$ cat src/rtl/spike_dec_pkg.sv
// ---------------------------------------------------------------------------
// spike_dec_pkg
// Shared definitions for the spike rate decoder slice.
//   dec_state_e : decoder FSM states (IDLE, RUN)
//   sat_max()   : all-ones value of a given bit width, i.e. the value a
//                 saturating counter of that width stops at
// ---------------------------------------------------------------------------
package spike_dec_pkg;

    typedef enum logic {
        IDLE = 1'b0,
        RUN  = 1'b1
    } dec_state_e;

    // A width of 32 shifts the one out entirely and the subtraction then
    // wraps to all ones, which is still the correct saturation value.
    function automatic int unsigned sat_max(input int unsigned width);
        return (32'd1 << width) - 32'd1;
    endfunction

endpackage

$ cat src/rtl/sat_counter.sv
// ---------------------------------------------------------------------------
// sat_counter
// Up-counter that sticks at its maximum value instead of wrapping.
// Ports:
//   clk     : clock, all logic on posedge
//   rst     : synchronous active-high reset, clears the count
//   clr_i   : synchronous clear, takes priority over inc_i
//   inc_i   : increment request, ignored once the count is saturated
//   count_o : current count (W bits)
// ---------------------------------------------------------------------------
module sat_counter
    import spike_dec_pkg::*;
#(
    parameter int W = 8
) (
    input  logic         clk,
    input  logic         rst,
    input  logic         clr_i,
    input  logic         inc_i,
    output logic [W-1:0] count_o
);

    localparam logic [W-1:0] CNT_MAX = W'(sat_max(W));

    logic [W-1:0] count_q;
    logic [W-1:0] count_d;

    // Clear wins over increment; increment is dropped at the ceiling.
    always_comb begin
        count_d = count_q;
        if (clr_i) begin
            count_d = '0;
        end else if (inc_i && (count_q != CNT_MAX)) begin
            count_d = count_q + W'(1);
        end
    end

    always_ff @(posedge clk) begin
        if (rst) begin
            count_q <= '0;
        end else begin
            count_q <= count_d;
        end
    end

    assign count_o = count_q;

endmodule

$ cat src/rtl/spike_rate_decoder.sv
// ---------------------------------------------------------------------------
// spike_rate_decoder
// Counts spikes over a fixed window of WINDOW_LEN cycles and presents the
// count of the last completed window on a valid/ready result port.
// Optional inter-spike-interval measurement is built only when the macro
// ISI_MEASURE_EN is defined; otherwise isi/isi_valid are tied to zero.
// Ports:
//   clk        : clock, all logic on posedge
//   rst        : synchronous active-high reset
//   en         : decoder enable; low returns to idle and drops the window
//   spike_in   : spike level, each high cycle counts as one spike
//   rate       : saturated spike count of the last completed window
//   rate_valid : rate holds a result not yet accepted
//   rate_ready : consumer accepts rate when rate_valid && rate_ready
//   overrun    : sticky flag, a result was replaced before being accepted
//   isi        : cycles between the last two spikes (ISI_MEASURE_EN)
//   isi_valid  : one-cycle pulse when isi updates (ISI_MEASURE_EN)
// ---------------------------------------------------------------------------
module spike_rate_decoder
    import spike_dec_pkg::*;
#(
    parameter int WINDOW_LEN = 16,
    parameter int COUNT_W    = 8,
    parameter int ISI_W      = 8
) (
    input  logic               clk,
    input  logic               rst,
    input  logic               en,
    input  logic               spike_in,
    output logic [COUNT_W-1:0] rate,
    output logic               rate_valid,
    input  logic               rate_ready,
    output logic               overrun,
    output logic [ISI_W-1:0]   isi,
    output logic               isi_valid
);

    localparam int                 WIN_W    = (WINDOW_LEN > 1) ? $clog2(WINDOW_LEN) : 1;
    localparam logic [WIN_W-1:0]   WIN_LAST = WIN_W'(WINDOW_LEN - 1);
    localparam logic [COUNT_W-1:0] CNT_MAX  = COUNT_W'(sat_max(COUNT_W));

    dec_state_e         state_q;
    dec_state_e         state_d;
    logic [WIN_W-1:0]   win_cnt_q;
    logic [WIN_W-1:0]   win_cnt_d;
    logic [COUNT_W-1:0] spike_cnt;
    logic [COUNT_W-1:0] rate_q;
    logic [COUNT_W-1:0] rate_d;
    logic               rate_valid_q;
    logic               rate_valid_d;
    logic               overrun_q;
    logic               overrun_d;

    logic running;
    logic keep_running;
    logic close;
    logic accept;

    assign running      = (state_q == RUN);
    assign keep_running = running && en;
    assign close        = running && (win_cnt_q == WIN_LAST);
    assign accept       = rate_valid_q && rate_ready;

    // Both states go to RUN when enabled and to IDLE otherwise, so the
    // next state is simply the enable.  The window position only advances
    // while we stay in RUN; anything else parks it at zero so the first RUN
    // cycle is window cycle 0.
    always_comb begin
        state_d   = en ? RUN : IDLE;
        win_cnt_d = '0;
        if (keep_running && !close) begin
            win_cnt_d = win_cnt_q + WIN_W'(1);
        end
    end

    // Spike count restarts at every close and whenever we are not going to
    // be in RUN next cycle, which discards a partial window.
    sat_counter #(
        .W (COUNT_W)
    ) u_spike_cnt (
        .clk     (clk),
        .rst     (rst),
        .clr_i   (!keep_running || close),
        .inc_i   (spike_in),
        .count_o (spike_cnt)
    );

    // The closing cycle's own spike is folded into the result here since
    // the counter has not registered it yet.  A close always wins over an
    // accept; a close onto an unaccepted result raises the sticky overrun.
    always_comb begin
        rate_d       = rate_q;
        rate_valid_d = rate_valid_q;
        overrun_d    = overrun_q;
        if (close) begin
            rate_d       = (spike_in && (spike_cnt != CNT_MAX)) ? spike_cnt + COUNT_W'(1) : spike_cnt;
            rate_valid_d = 1'b1;
            if (rate_valid_q && !rate_ready) begin
                overrun_d = 1'b1;
            end
        end else if (accept) begin
            rate_valid_d = 1'b0;
        end
    end

    always_ff @(posedge clk) begin
        if (rst) begin
            state_q      <= IDLE;
            win_cnt_q    <= '0;
            rate_q       <= '0;
            rate_valid_q <= 1'b0;
            overrun_q    <= 1'b0;
        end else begin
            state_q      <= state_d;
            win_cnt_q    <= win_cnt_d;
            rate_q       <= rate_d;
            rate_valid_q <= rate_valid_d;
            overrun_q    <= overrun_d;
        end
    end

    assign rate       = rate_q;
    assign rate_valid = rate_valid_q;
    assign overrun    = overrun_q;

`ifdef ISI_MEASURE_EN

    localparam logic [ISI_W-1:0] ISI_MAX = ISI_W'(sat_max(ISI_W));

    logic [ISI_W-1:0] gap;
    logic [ISI_W-1:0] isi_q;
    logic [ISI_W-1:0] isi_d;
    logic             isi_valid_q;
    logic             isi_valid_d;
    logic             armed_q;
    logic             armed_d;

    // Gap restarts on every spike so it holds (distance - 1) when the next
    // spike arrives; it is held at zero outside RUN.
    sat_counter #(
        .W (ISI_W)
    ) u_gap_cnt (
        .clk     (clk),
        .rst     (rst),
        .clr_i   (!keep_running || spike_in),
        .inc_i   (1'b1),
        .count_o (gap)
    );

    // The first spike after entering RUN only arms; each later spike
    // reports the distance to the previous one.  Leaving RUN disarms.
    always_comb begin
        isi_d       = isi_q;
        isi_valid_d = 1'b0;
        armed_d     = keep_running && (armed_q || spike_in);
        if (running && spike_in && armed_q) begin
            isi_d       = (gap != ISI_MAX) ? gap + ISI_W'(1) : gap;
            isi_valid_d = 1'b1;
        end
    end

    always_ff @(posedge clk) begin
        if (rst) begin
            isi_q       <= '0;
            isi_valid_q <= 1'b0;
            armed_q     <= 1'b0;
        end else begin
            isi_q       <= isi_d;
            isi_valid_q <= isi_valid_d;
            armed_q     <= armed_d;
        end
    end

    assign isi       = isi_q;
    assign isi_valid = isi_valid_q;

`else

    assign isi       = '0;
    assign isi_valid = 1'b0;

`endif

endmodule

$ cat config.mk
export PLATFORM = sky130hd
export DESIGN_NAME = spike_rate_decoder
export DESIGN_NICKNAME = d
export VERILOG_FILES = /design/src/rtl/spike_dec_pkg.sv /design/src/rtl/sat_counter.sv /design/src/rtl/spike_rate_decoder.sv
export SDC_FILE = /design/constraint.sdc
export NUM_CORES = 1
export LEC_CHECK = 0
export ABC_CLOCK_PERIOD_IN_PS = 1600
export BUFFER_PORTS_ARGS = -buffer_cell sky130_fd_sc_hd__buf_2
export CAP_MARGIN = 5
export CORE_MARGIN = 5
export CORE_UTILIZATION = 30
export DETAILED_ROUTE_END_ITERATION = 8
export GPL_ROUTABILITY_DRIVEN = 1
export PLACE_DENSITY = 0.46
export SLEW_MARGIN = 20
export SYNTH_ARGS = -nofsm -noshare
export SYNTH_HDL_FRONTEND = slang
export SYNTH_HIERARCHICAL = 1
export SYNTH_SLANG_ARGS = --single-unit
$ cat constraint.sdc
create_clock -name clk -period 1.6 [get_ports clk]
set_input_delay 0.08 -clock clk [delete_from_list [all_inputs] [get_ports clk]]
set_output_delay 0.08 -clock clk [all_outputs]
set_load 0.005 [all_outputs]
Yosys cells after proc, flatten, opt, wreduce, memory -nomap -nowiden --
Cells that the tools add are included. Widths: inputs -> output; s select.
Cells by class: equal/unequal tests 2, add/subtract/negate cells 2, reduce and logical (&&, ||, !) cells 14, bitwise operators 1, mux-type cells 4
Operators with widths (number):
- $add 8x1->8 const B | 1
- $mux 8 | 1
- $ne 8x8->1 const B | 1
- $logic_and 1x1->1 | 6
- $add 4x1->4 const B | 1
- $eq 4x4->1 const B | 1
- $reduce_or 2->1 | 2
- $logic_not 1->1 | 3
- $mux 1 | 3
- $reduce_and 2->1 | 1
- $reduce_bool 2->1 | 1
- $logic_or 1x1->1 | 1
- $not 1->1 | 1
Word-level totals: output and inout port bits 19, register bits 23, word-level logic and storage cells 29

Longest topological paths before layout --
Gate-level depths: netlist of the first run.
depth in word-level cells 6, mapped depth 6, mapped depth without buffers 6

Hierarchy --
Netlist of the first run, hierarchy kept.
By module, submodules not included:
- spike_rate_decoder | cells an instance 98, instances 1, area an instance 813.3 µm²
- sat_counter | cells an instance 47, instances 1, area an instance 435.4 µm²

Worst setup path after synthesis of the first run --
No wires, ideal clock.
kind register -> register, start reg u_spike_cnt.count_q[0] (netlist: u_spike_cnt/count_o[0]), end reg rate_q[1] (netlist: rate[1]), data required time 1.488 ns, arrival 1.371 ns, slack 0.117 ns, buffers on the path 1, stages on the path, launching flop included 7, cell sequence dfxtp_1 -> ha_1 -> buf_2 -> nand3_1 -> o21ai_1 -> nor3_1 -> a2111oi_1
On the way: cells in the longest elaborated chain, start to end 3
RTL lines:
- start: declaration | RTL line sat_counter.sv:25 | logic [W-1:0] count_q;
- start signal: assignment | RTL line sat_counter.sv:42 | count_q <= count_d;
- branches (longest 2 deep; another with $add 8x1->8)
- $mux 8 *
- end signal: assignment | RTL line spike_rate_decoder.sv:116 | rate_q <= rate_d;
- end: declaration | RTL line spike_rate_decoder.sv:47 | logic [COUNT_W-1:0] rate_q;
Every way passes the cells marked *. A chain may end at the register's enable or synchronous reset.

Final worst setup path of the first run --
start reg u_spike_cnt.count_q[0] (netlist: u_spike_cnt/count_o[0]), end reg u_spike_cnt.count_q[6] (netlist: u_spike_cnt/count_o[6])
On the way: cells in the longest elaborated chain, start to end 3
RTL lines:
- branches (longest 2 deep; another with $add 8x1->8)
- $mux 8 *
Marked as above.

==> impl_metrics.env, run 1 <==
export IMPL_routedWlPerCell_um=12.6
export IMPL_cap_violations=0
export IMPL_synth_most_common_cell="dfxtp_1"
export IMPL_drt_pass1_iterations=4
export IMPL_dieArea_mm2=0.00555
export IMPL_finalSetupTns_ps=0
export IMPL_yosysTopAreaCell="dfxtp_1"
export IMPL_worstPathMaxFanout=5
export IMPL_multi_input_area_um2=719
export IMPL_syn_avg_cell_area_um2=8.61
export IMPL_io_buffers=14
export IMPL_r2r_worst_path_cells=4
export IMPL_grtUsageTotal_pct=10.8
export IMPL_seq_area_frac_synth_pct=36.9
export IMPL_combPwrFrac_pct=4.4
export IMPL_grt_pass1_vias=1078
export IMPL_syn_cell_area_mm2=0.00125
export IMPL_cts_tree="done"
export IMPL_antenna_cells=0
export IMPL_swShare_pct=22.2
export IMPL_grt_max_degree=20
export IMPL_routed_wl_mm=2.74
export IMPL_place_area_mm2=0.00140
export IMPL_fin_nets=177
export IMPL_antenna_found_initial=0
export IMPL_rsz0062_at_grt="false"
export IMPL_hold_path_cell_count=2
export IMPL_worstSetupEndpointType="register"
export IMPL_hold_class="primary input to register"
export IMPL_critPathKind="register to register"
export IMPL_fin_area_mm2=0.00146
export IMPL_start_util_pct=31.0
export IMPL_cp_start_kind="register"
export IMPL_ys_flop_type="dfxtp_1"
export IMPL_n_fill_cell=440
export IMPL_p_per_area_mw_per_mm2=670
export IMPL_synthDistinctLibCells=41
export IMPL_synth_edf_count=0
export IMPL_internal_power_uw=762
export IMPL_die_h_um=74.5
export IMPL_htreeDepth=1
export IMPL_synth_top_area_share_pct=36.9
export IMPL_synth_seq_cells=23
export IMPL_p_switching_uw=217
export IMPL_io_pins=24
export IMPL_hpwl_mm=2.07
export IMPL_status="finished, final reports clean"
export IMPL_syn_inst=145
export IMPL_regArea_um2=462
export IMPL_numClockSinks=23
export IMPL_area_growth_pct=17.0
export IMPL_core_mm2=0.00403
export IMPL_dr_total_vias=1111
export IMPL_finalHoldViolCount=0
export IMPL_post_route_min_period_ps=1490
export IMPL_rows=23
export IMPL_drc=0
export IMPL_drv_slew=0
export IMPL_synthArstFlopShare_pct=0
export IMPL_first_iter_violations=48
export IMPL_clock_path_buffers=2
export IMPL_clkPwrFrac_pct=36.7
export IMPL_cp_required_ps=1760
export IMPL_leakage_uw=0.000566
export IMPL_setup_viol=0
export IMPL_ir_drop_mv=0.280
export IMPL_worstPathArrival_ps=1650
export IMPL_antenna_left=0
export IMPL_place_inst=213
export IMPL_clkLatencyLatePin_ps=260
export IMPL_cts_hold_buf=0
export IMPL_seqPwrFrac_pct=58.9
export IMPL_synthTopCellsByCount="dfxtp_1, nor2_1, nand2_1"
export IMPL_fmax_mhz=672
export IMPL_ys_warn_count=6
export IMPL_finalClockSkew_ps=1.22
export IMPL_fin_cells=218
export IMPL_routabilityCongestion=0.793
export IMPL_die_w_um=74.5
export IMPL_drive_gt1_share_pct=23.8
export IMPL_finish_utilization_pct=36.3
export IMPL_cts_clk_slew_worst_paths_ps=80
export IMPL_ys_top_cells_by_area="dfxtp_1, buf_4, nor2_1"
export IMPL_gr_total_overflow=0
export IMPL_cts_buffers=3
export IMPL_grt_pass1_wl_mm=4.77
export IMPL_via_per_inst=5.10
export IMPL_root_buffer="clkbuf_8"
export IMPL_post_route_period_util_pct=93.0
## worst max-delay path, stage by stage (launching register included)
cell     delay, ps
dfxtp_1        420
ha_2           260
nand3_1        110
or4_1          410
and3_1         190
## layout make-up
type / instances / area share [%]
Multi-Input combinational cell: 112 / 49.2
Sequential cell: 23 / 31.6
Timing Repair Buffer: 26 / 11.0
Tap cell: 50 / 4.28
Clock buffer: 3 / 2.83
Inverter: 3 / 0.771
Clock inverter: 1 / 0.342
## layout by cell type, fill, tap and decap left out, types with 2 or more instances in the layout
master / n
dfxtp_1: 22
nor2_1: 18
buf_2: 14
nand2_1: 13
buf_4: 12
a21oi_1: 9
conb_1: 9
nand3_1: 6
nand4_1: 5
or3_1: 5
and3_1: 4
mux2i_1: 4
inv_1: 3
and4_1: 3
xnor2_1: 3
clkbuf_8: 3
a211oi_2: 2
xor2_1: 2
a211oi_1: 2
a41oi_1: 2
ha_1: 2
a21boi_1: 2
## cell families (layout without fill, tap and decap cells)
group,count (synthesis),after routing,synth area share [%]
AND/OR/NAND/NOR,64,64,26.9
AO/OA/AOI/OAI,27,27,17.4
flip-flops,23,23,36.9
buffers and inverters,18,33,8.82
XOR/XNOR,5,5,3.51
multiplexers,4,4,3.21
adder cells (fa/ha/maj),3,3,3.01
other,1,9,0.300
## power by group through the flow
stage          Clock (µW)  Combinational (µW)  Sequential, µW
2_1_floorplan           0                37.3             590
3_3_place_gp            0                41.9             590
3_5_place_dp            0                41.6             590
4_1_cts               376                41.7             576
5_1_grt               402                48.4             577
6_report              359                43.2             577
## state kept, by name (all words and copies together) (netlist names)
name / flops
rate_valid: 1
running: 1
u_spike_cnt/count_o: 8
rate: 8
overrun: 1
win_cnt_q: 4
## final timing paths
path                               start  slack (ps)                endpoint
setup / recovery  u_spike_cnt/count_o[0]         110  u_spike_cnt/count_o[6]
hold / removal                        en          60                 running
setup reg to reg  u_spike_cnt/count_o[0]         110  u_spike_cnt/count_o[6]
hold reg to reg             win_cnt_q[0]         450            win_cnt_q[0]
## through the flow
| step | setup WS (ps) | total power (µW) | hold slack (ps) |
|---|---|---|---|
| global route | 5.85 | 1030 | 71.3 |
| finish | 112 | 979 | 55.9 |
| detailed placement | 48.7 | 632 | 315 |
| floorplan | 117 | 627 | 155 |
| CTS | 36.8 | 995 | 38.9 |
| global placement | 114 | 632 | 313 |
## layer usage
metal | global-route usage [%] | wire, µm | share of wire, % | vias to the layer above
met5 | 0 | 0 | 0 | -
met4 | 4.55 | 41 | 1.5 | 0
met3 | 2.03 | 127 | 4.6 | 4
met2 | 17.2 | 1270 | 46 | 26
met1 | 14.3 | 1300 | 47 | 523
li1 | - | - | - | 558
## repair_timing
action,4_1_cts,5_1_grt
resized for setup,0,4
setup buffers,0,1
setup endpoints to repair,0,6
(Power assumes the default switching activity.)
==> run 2: changes to the inputs <==
- ABC_CLOCK_PERIOD_IN_PS: 1600 -> not set
- CAP_MARGIN: 5 -> not set
- CELL_PAD_IN_SITES_DETAIL_PLACEMENT: not set -> 0
- CELL_PAD_IN_SITES_GLOBAL_PLACEMENT: not set -> 1
- PLACE_DENSITY: 0.46 -> 0.59
==> run 2 against run 1 <==
- core utilization increased by 0.43 points
- clock power increased by 4%
- register-to-register slack barely moved
- first-iteration DRC count rose by 23%
- clock-buffer cell count is the same
==> impl_metrics.env, run 2 (synthesis gave the netlist of run 1 again) <==
export IMPL_status="finished, final reports clean"
export IMPL_core_mm2=0.00403
export IMPL_leakage_uw=0.000577
export IMPL_n_fill_cell=428
export IMPL_clkPwrFrac_pct=37.6
export IMPL_worstPathArrival_ps=1690
export IMPL_drc=0
export IMPL_routabilityCongestion=0.818
export IMPL_post_route_min_period_ps=1490
export IMPL_drv_slew=0
export IMPL_drt_pass1_iterations=4
export IMPL_grt_pass1_vias=1028
export IMPL_worstSetupEndpointType="register"
export IMPL_p_per_area_mw_per_mm2=673
export IMPL_r2r_slack_ps=110
export IMPL_fin_ws_ps=109
export IMPL_place_area_mm2=0.00142
export IMPL_regArea_um2=463
export IMPL_die_h_um=74.5
export IMPL_cts_clk_slew_worst_paths_ps=80
export IMPL_grt_pass1_wl_mm=4.86
export IMPL_critPathKind="register to register"
export IMPL_dp_slack_ps=46.6
export IMPL_area_growth_pct=18.4
export IMPL_ir_drop_mv=0.299
export IMPL_grt_max_degree=20
export IMPL_cp_start_kind="register"
export IMPL_p_switching_uw=233
export IMPL_routedWlPerCell_um=13.2
export IMPL_cts_buffers=3
export IMPL_post_route_period_util_pct=93.2
export IMPL_cp_startpoint="win_cnt_q[0]"
export IMPL_swShare_pct=23.4
export IMPL_die_w_um=74.5
export IMPL_combPwrFrac_pct=4.4
export IMPL_root_buffer="clkbuf_8"
export IMPL_reg2reg_from="win_cnt_q[0]"
export IMPL_finalHoldViolCount=0
export IMPL_gr_total_overflow=0
export IMPL_antenna_cells=0
export IMPL_drive_gt1_share_pct=24.3
export IMPL_final_cell_mix="dfxtp_1, nor2_1, buf_2"
export IMPL_power_total_uw=996
export IMPL_cp_required_ps=1800
export IMPL_clkLatencyLatePin_ps=270
export IMPL_hpwl_mm=2.17
export IMPL_internal_power_uw=763
export IMPL_antenna_left=0
export IMPL_antenna_found_initial=0
export IMPL_dieArea_mm2=0.00555
export IMPL_via_per_inst=4.89
export IMPL_hold_class="primary input to register"
export IMPL_finalSetupTns_ps=0
export IMPL_rows=23
export IMPL_numClockSinks=23
export IMPL_crit_end="rate[2]"
export IMPL_setup_viol=0
export IMPL_cap_violations=0
export IMPL_fmax_mhz=671
export IMPL_cts_tree="done"
export IMPL_first_iter_violations=59
export IMPL_r2r_worst_path_cells=5
export IMPL_dr_total_vias=1070
export IMPL_rsz0062_at_grt="false"
export IMPL_fin_nets=178
export IMPL_seqPwrFrac_pct=57.9
export IMPL_io_pins=24
export IMPL_grtUsageTotal_pct=11.1
export IMPL_htreeDepth=1
export IMPL_start_util_pct=31.0
export IMPL_worstPathMaxFanout=11
export IMPL_clock_path_buffers=2
export IMPL_finalClockSkew_ps=4.55
export IMPL_multi_input_area_um2=716
export IMPL_layout_commonest_cell="dfxtp_1"
export IMPL_fin_area_mm2=0.00148
export IMPL_io_buffers=14
export IMPL_fin_hold_ws_ps=64.0
export IMPL_routed_wl_mm=2.90
export IMPL_r2r_end="rate[2]"
## run 2: power by group through the flow
stage / Combinational [µW] / Clock, µW / Sequential (µW)
after detailed placement: 43.6 / 0 / 590
after floorplan: 37.3 / 0 / 590
final: 44.2 / 375 / 577
after global routing: 49.9 / 404 / 577
after CTS: 43.7 / 388 / 577
after global placement: 42.1 / 0 / 590
## run 2: routing by layer
metal  vias to the layer above  global-route usage, %  share of wire (%)
met2                        16                   19.5                 51
met4                         0                   2.37               0.83
met3                         4                   2.03                3.0
met1                       491                   14.2                 45
li1                        559                      -                  -
met5                         -                      0                  0
## run 2: cell type report
cell class / instances / share of cell area [%]
clock buffer: 3 / 2.79
multi-input combinational: 112 / 48.4
timing repair buffer: 27 / 12.2
inverter: 3 / 0.761
clock inverter: 1 / 0.338
sequential: 23 / 31.3
tap: 50 / 4.23
## run 2: worst min-delay path by stage
stage          cells past startpoint                     end  slack, ps  from
5_1_grt                            2                 running         90    en
3_3_place_gp                       2                 running        310    en
2_1_floorplan                      1  u_spike_cnt/count_o[5]        160   rst
6_report                           2                 running         60    en
4_1_cts                            2                 running         40    en
3_5_place_dp                       2                 running        330    en
## run 2: stage by stage
step / util, % / std cells
after floorplan: - / 153
after global placement: 35.3 / 215
after detailed placement: 35.3 / 215
after CTS: 36.5 / 219
after global routing: 36.7 / 219
final: 36.7 / 219
## run 2: repair_timing
action / CTS / global route
setup buffers: 0 / 0
hold buffers: 0 / 0
resized for setup: 0 / 4
setup endpoints to repair: 0 / 11
## run 2: worst max-delay path, cell delays in order, from the launching register on
cell and delay [ps]:
dfxtp_1 360, ha_2 230, nand4_1 150, buf_12 180, or3_1 370, a21oi_1 130
